File: config.mk
export PLATFORM = sky130hd
export DESIGN_NAME = mem_ram_param
export DESIGN_NICKNAME = d
export VERILOG_FILES = /design/src/rtl/mem_pkg.sv /design/src/rtl/mem_clr_fsm.sv /design/src/rtl/mem_ram_param.sv
export SDC_FILE = /design/constraint.sdc
export NUM_CORES = 2
export LEC_CHECK = 0
export ABC_AREA = 1
export ABC_CLOCK_PERIOD_IN_PS = 13000
export BUFFER_PORTS_ARGS = -buffer_cell sky130_fd_sc_hd__buf_2
export CAP_MARGIN = 20
export CELL_PAD_IN_SITES_DETAIL_PLACEMENT = 1
export CELL_PAD_IN_SITES_GLOBAL_PLACEMENT = 1
export CORE_MARGIN = 4
export CORE_UTILIZATION = 56
export CTS_CLUSTER_DIAMETER = 100
export CTS_CLUSTER_SIZE = 20
export DETAILED_ROUTE_END_ITERATION = 12
export PLACE_DENSITY_LB_ADDON = 0.1
export SLEW_MARGIN = 0
export SYNTH_ARGS = -nofsm -noshare
export SYNTH_HDL_FRONTEND = slang
export SYNTH_HIERARCHICAL = 1
export SYNTH_SLANG_ARGS = --single-unit
File: constraint.sdc
create_clock -name clk -period 13 [get_ports clk]
set_input_delay 2.6 -clock clk [delete_from_list [all_inputs] [get_ports clk]]
set_output_delay 2.6 -clock clk [all_outputs]
set_load 0.01 [all_outputs]
File: src/rtl/mem_pkg.sv
// Shared definitions for the parameterised RAM with zero-fill sweep.
//   state_t     : sweep controller states
//   READ_FIRST  : same-address write returns the old word on qout
//   WRITE_FIRST : same-address write returns the new word on qout
package mem_pkg;

  typedef enum logic [1:0] {
    INIT  = 2'd0,
    SWEEP = 2'd1,
    READY = 2'd2
  } state_t;

  localparam int unsigned READ_FIRST  = 0;
  localparam int unsigned WRITE_FIRST = 1;

endpackage

File: src/rtl/mem_clr_fsm.sv
// Zero-fill controller: owns the state machine, the sweep counter and busy.
// Ports:
//   clk, rst_n      : clock, asynchronous active-low reset
//   i_clr           : zero-fill request, honoured only in READY
//   o_busy          : registered, high from reset until the sweep completes
//   o_ready_c       : user accesses allowed this cycle
//   o_sweep_sel_c   : write port is owned by the sweep this cycle
//   o_sweep_addr_c  : address the sweep writes this cycle
module mem_clr_fsm
  import mem_pkg::*;
#(
  parameter int unsigned ADDR_W = 8
) (
  input  logic              clk,
  input  logic              rst_n,
  input  logic              i_clr,
  output logic              o_busy,
  output logic              o_ready_c,
  output logic              o_sweep_sel_c,
  output logic [ADDR_W-1:0] o_sweep_addr_c
);

  localparam int unsigned      CNT_W = ADDR_W + 1;
  localparam logic [CNT_W-1:0] TERM  = CNT_W'((1 << ADDR_W) - 1);

  state_t           r_state;
  state_t           w_state_nxt;
  logic [CNT_W-1:0] r_cnt;
  logic [CNT_W-1:0] w_cnt_nxt;
  logic             r_busy;
  logic             w_busy_nxt;

  // State, counter and busy registers.
  always_ff @(posedge clk or negedge rst_n) begin
    if (!rst_n) begin
      r_state <= INIT;
      r_cnt   <= '0;
      r_busy  <= 1'b1;
    end else begin
      r_state <= w_state_nxt;
      r_cnt   <= w_cnt_nxt;
      r_busy  <= w_busy_nxt;
    end
  end

  // Next-state logic; the counter parks on the terminal count instead of wrapping.
  always_comb begin
    w_state_nxt = r_state;
    w_cnt_nxt   = r_cnt;
    case (r_state)
      INIT: begin
        w_state_nxt = SWEEP;
        w_cnt_nxt   = '0;
      end
      SWEEP: begin
        if (r_cnt == TERM) begin
          w_state_nxt = READY;
        end else begin
          w_cnt_nxt = r_cnt + CNT_W'(1);
        end
      end
      READY: begin
        if (i_clr) begin
          w_state_nxt = SWEEP;
          w_cnt_nxt   = '0;
        end
      end
      default: begin
        w_state_nxt = INIT;
        w_cnt_nxt   = '0;
      end
    endcase
    // busy is registered from the next state so it falls on the edge entering READY.
    w_busy_nxt = (w_state_nxt != READY);
  end

  assign o_busy         = r_busy;
  assign o_ready_c      = (r_state == READY);
  assign o_sweep_sel_c  = (r_state == SWEEP);
  assign o_sweep_addr_c = r_cnt[ADDR_W-1:0];

endmodule

File: src/rtl/mem_ram_param.sv
// Single-clock RAM with registered read data and a hardware zero-fill sweep
// after reset and on request.
// Ports:
//   clk, rst_n : clock, asynchronous active-low reset
//   en         : access enable
//   WEn        : write enable (with en)
//   addr, data : word address, write data
//   clr        : one-cycle zero-fill request
//   qout       : registered read data (0 while busy)
//   busy       : zero-fill sweep in progress
module mem_ram_param
  import mem_pkg::*;
#(
  parameter int unsigned DATA_W  = 16,
  parameter int unsigned ADDR_W  = 8,
  parameter int unsigned RD_MODE = READ_FIRST
) (
  input  logic              clk,
  input  logic              rst_n,
  input  logic              en,
  input  logic              WEn,
  input  logic [ADDR_W-1:0] addr,
  input  logic [DATA_W-1:0] data,
  input  logic              clr,
  output logic [DATA_W-1:0] qout,
  output logic              busy
);

  localparam int unsigned DEPTH = 1 << ADDR_W;
  localparam bit          WR_FIRST = (RD_MODE == WRITE_FIRST);

  logic [DATA_W-1:0] r_mem [DEPTH];
  logic [DATA_W-1:0] r_qout;
  logic              w_busy;
  logic              w_ready;
  logic              w_sweep_sel;
  logic [ADDR_W-1:0] w_sweep_addr;
  logic              w_user_we;
  logic              w_we;
  logic [ADDR_W-1:0] w_waddr;
  logic [DATA_W-1:0] w_wdata;

  mem_clr_fsm #(
    .ADDR_W (ADDR_W)
  ) u_clr_fsm (
    .clk            (clk),
    .rst_n          (rst_n),
    .i_clr          (clr),
    .o_busy         (w_busy),
    .o_ready_c      (w_ready),
    .o_sweep_sel_c  (w_sweep_sel),
    .o_sweep_addr_c (w_sweep_addr)
  );

  // A clear request wins over a user write presented in the same cycle.
  assign w_user_we = w_ready & en & WEn & ~clr;

  // Single write port shared between the sweep and the user.
  assign w_we    = w_sweep_sel | w_user_we;
  assign w_waddr = w_sweep_sel ? w_sweep_addr : addr;
  assign w_wdata = w_sweep_sel ? '0 : data;

  // Array write port; no reset so it maps onto block RAM.
  always_ff @(posedge clk) begin
    if (w_we) begin
      r_mem[w_waddr] <= w_wdata;
    end
  end

  // Read register: forced to 0 outside READY and on the clear edge.
  always_ff @(posedge clk or negedge rst_n) begin
    if (!rst_n) begin
      r_qout <= '0;
    end else if (!w_ready || clr) begin
      r_qout <= '0;
    end else if (en) begin
      if (WEn && WR_FIRST) begin
        r_qout <= data;
      end else begin
        r_qout <= r_mem[addr];
      end
    end
  end

  assign qout = r_qout;
  assign busy = w_busy;

endmodule

==> out/results.tsv <==
metric	value	unit
vias in the first global route	118000	
Initial Util	56.3	%
H-tree depth	4	
Power Density	131	nW/um^2
die area	307000	sq um
r2r endpoint	r_mem[82][12]$_DFFE_PP_	
CTS Sinks	4124	
Final Cell Area	177000	sq um
CTS Buf Count	228	
CTS tree	built	
status	complete, but fails checks	
syn_nets	14000	
total negative slack	0	ps
io pins	46	
WP data arrival	7430	ps
FF/Latch Area	124000	sq um
Post-synth ARST share	0.679	%
RSZ-0062 raised after global routing	no	
Multi-input gate area	38400	sq um
failing checks	slew limit	
total track usage	34.6	%
distinct cell type count after synthesis	34	
crit path capture type	flip-flop	
layout cells sized above 1	5.66	%
Critical Path RT	13830	ps
Syn Area/Cell	12.0	sq um
initial antenna violation count	25	
worst skew pair latency	960	ps
largest net degree at the start of global routing	201	
max-cap viol count	0	
vias per cell	6.48	
most common cell after layout, fill and taps aside	nand2_1	
Hold Crit Depth	2	
Placed Area	171000	sq um
pre-CTS setup slack	5650	ps
per-cell routed wire length	30.5	um
reg-to-reg critical path startpoint	u_clr_fsm/r_state[1]$_DFF_PN0_	
CP startpoint kind	primary input	
Rows	200	
CP Class	in -> reg	
layout net count	13700	
global-route wire length before repair	788000	um
Seq cells post-synth	4124	
Tcrit/Tclk final	50.7	%
post-DP HPWL	303000	um
hold_buf cts	0	
overall power	23.2	mW
area grow syn2layout	6.13	%
grt total ovfl	0	
Die Ht	554	um
crit path max fanout	56	
synthesized cell area	167000	sq um
Hold WC Path Type	reg -> reg	
Iter 0 DRT Violations	15200	
Final Wtd Congestion	0.855	
highest-count cells in the layout ignoring fill and taps	nand2_1, edfxtp_1, nand3_1	
WHS Endpoint	qout[12]$_DFFE_PN0P_	
R2R Setup Slk	7860	ps
# resized after CTS	0	
fillers	29700	
Reg2Reg Depth	10	
via count	115000	
Least-Margin Pin Slew	1560	ps
root buffer cell	clkbuf_16	
Routed WL	540000	um
Slew Viols, Final	56	
EDFF count, synth	4096	
hold_sp	qout[12]$_DFFE_PN0P_	
Post-Route Skew	69.0	ps
Post-DRT Antenna Nets	0	
cell count after synthesis	14000	
Max VDD drop	131	uV
number of port buffers	45	
# setup viols final	0	
Primary FF master, synth	edfxtp_1	
Final Hold Vio Count	0	
# DRC	0	
Max Freq	0.152	GHz
sequential fraction of the synthesis area	74.1	%
relative slew slack	-3.70	%
Post-CTS Setup Bufs	0	
minimum clock period	6590	ps
first drt pass iteration count	8	
core area	297000	sq um
Clock Pin Slew Worst Setup and Hold Paths	90	ps
post-route setup slack	6410	ps
yosys warns	6	
Leak	62.1	nW
die width	554	um
clk buf depth	4	
## synthesized netlist by cell type, types with 3 or more instances
master | number | share of area, %
a21oi_1 | 4 | 0.012
buf_1 | 117 | 0.26
buf_2 | 485 | 1.5
buf_4 | 166 | 0.75
buf_6 | 18 | 0.12
clkbuf_1 | 160 | 0.36
dfrtp_1 | 27 | 0.40
edfxtp_1 | 4096 | 74
inv_1 | 59 | 0.13
inv_2 | 10 | 0.022
nand2_1 | 4566 | 10
nand3_1 | 3892 | 12
nand3_2 | 3 | 0.018
nor2_1 | 313 | 0.70
nor2_2 | 5 | 0.019
o21ai_0 | 8 | 0.024
o21ai_2 | 4 | 0.021
or2_0 | 5 | 0.019
## kinds of logic after synthesis
| family | Yosys count | synth area share, % |
|---|---|---|
| AND/OR/NAND/NOR | 8794 | 22.7 |
| flip-flops | 4124 | 74.1 |
| adder cells (fa/ha/maj) | 2 | 0.0150 |
| buffers and inverters | 1020 | 3.12 |
| AO/OA/AOI/OAI | 19 | 0.0697 |
## how the worst max path moves through the flow
stage,from,endpoint,slack (ps),cells past startpoint
after global placement,addr[0],qout[4]$_DFFE_PN0P_,5700,16
after global routing,addr[0],qout[5]$_DFFE_PN0P_,6380,16
after floorplan,data[0],r_mem[0][0]$_DFFE_PP_,3020,2
final,addr[1],qout[2]$_DFFE_PN0P_,6410,15
after CTS,addr[0],qout[4]$_DFFE_PN0P_,6670,16
after detailed placement,addr[0],qout[4]$_DFFE_PN0P_,5650,16
## area by class of cell
cell class                 instances  share of cell area [%]
antenna                           11                  0.0155
clock buffer                     283                    3.40
clock inverter                     4                  0.0325
inverter                          72                   0.183
multi-input combinational       8815                    21.6
sequential                      4124                    69.8
tap                             3939                    2.78
timing repair buffer             441                    2.16
## metrics by stage
step | instances | utilization (%) | hold WS [ps]
floorplan | 14000 | - | 490
global placement | 17400 | 57.6 | 485
detailed placement | 17400 | 57.6 | 521
CTS | 17700 | 59.7 | 550
global route | 17700 | 59.7 | 570
finish | 17700 | 59.7 | 542
## metal layers
metal | GRT usage, % | share of wire [%] | routed length [um]
met5 | 0 | 0.016 | 86
met4 | 16.0 | 5.2 | 27900
met3 | 4.32 | 8.3 | 45000
met2 | 56.0 | 48 | 259000
met1 | 47.4 | 39 | 208000
## report_power, final
part	leakage, nW	total (mW)	switching, mW	internal [mW]
Sequential	36.6	14.4	0	14.4
Combinational	22.6	1.44	1.10	0.345
Clock	2.96	7.38	4.15	3.24
## state kept, by name, indices dropped and copies added (netlist names)
name	cells
u_clr_fsm/r_cnt	9
qout	16
u_clr_fsm/r_state	2
u_clr_fsm/o_busy	1
r_mem	4096
## critical path: stages
cell and delay (ps):
buf_8 390, buf_4 580, buf_4 730, buf_4 670
nand3_1 160, nand3_1 160, nand3_1 220, nand3_1 280
nand2_1 160, nand2_1 180, nand2_1 90, nand2_1 60
nand3_1 500, nand3_1 300, nand2_1 100
No activity file was read; power rests on OpenSTA's default activity.
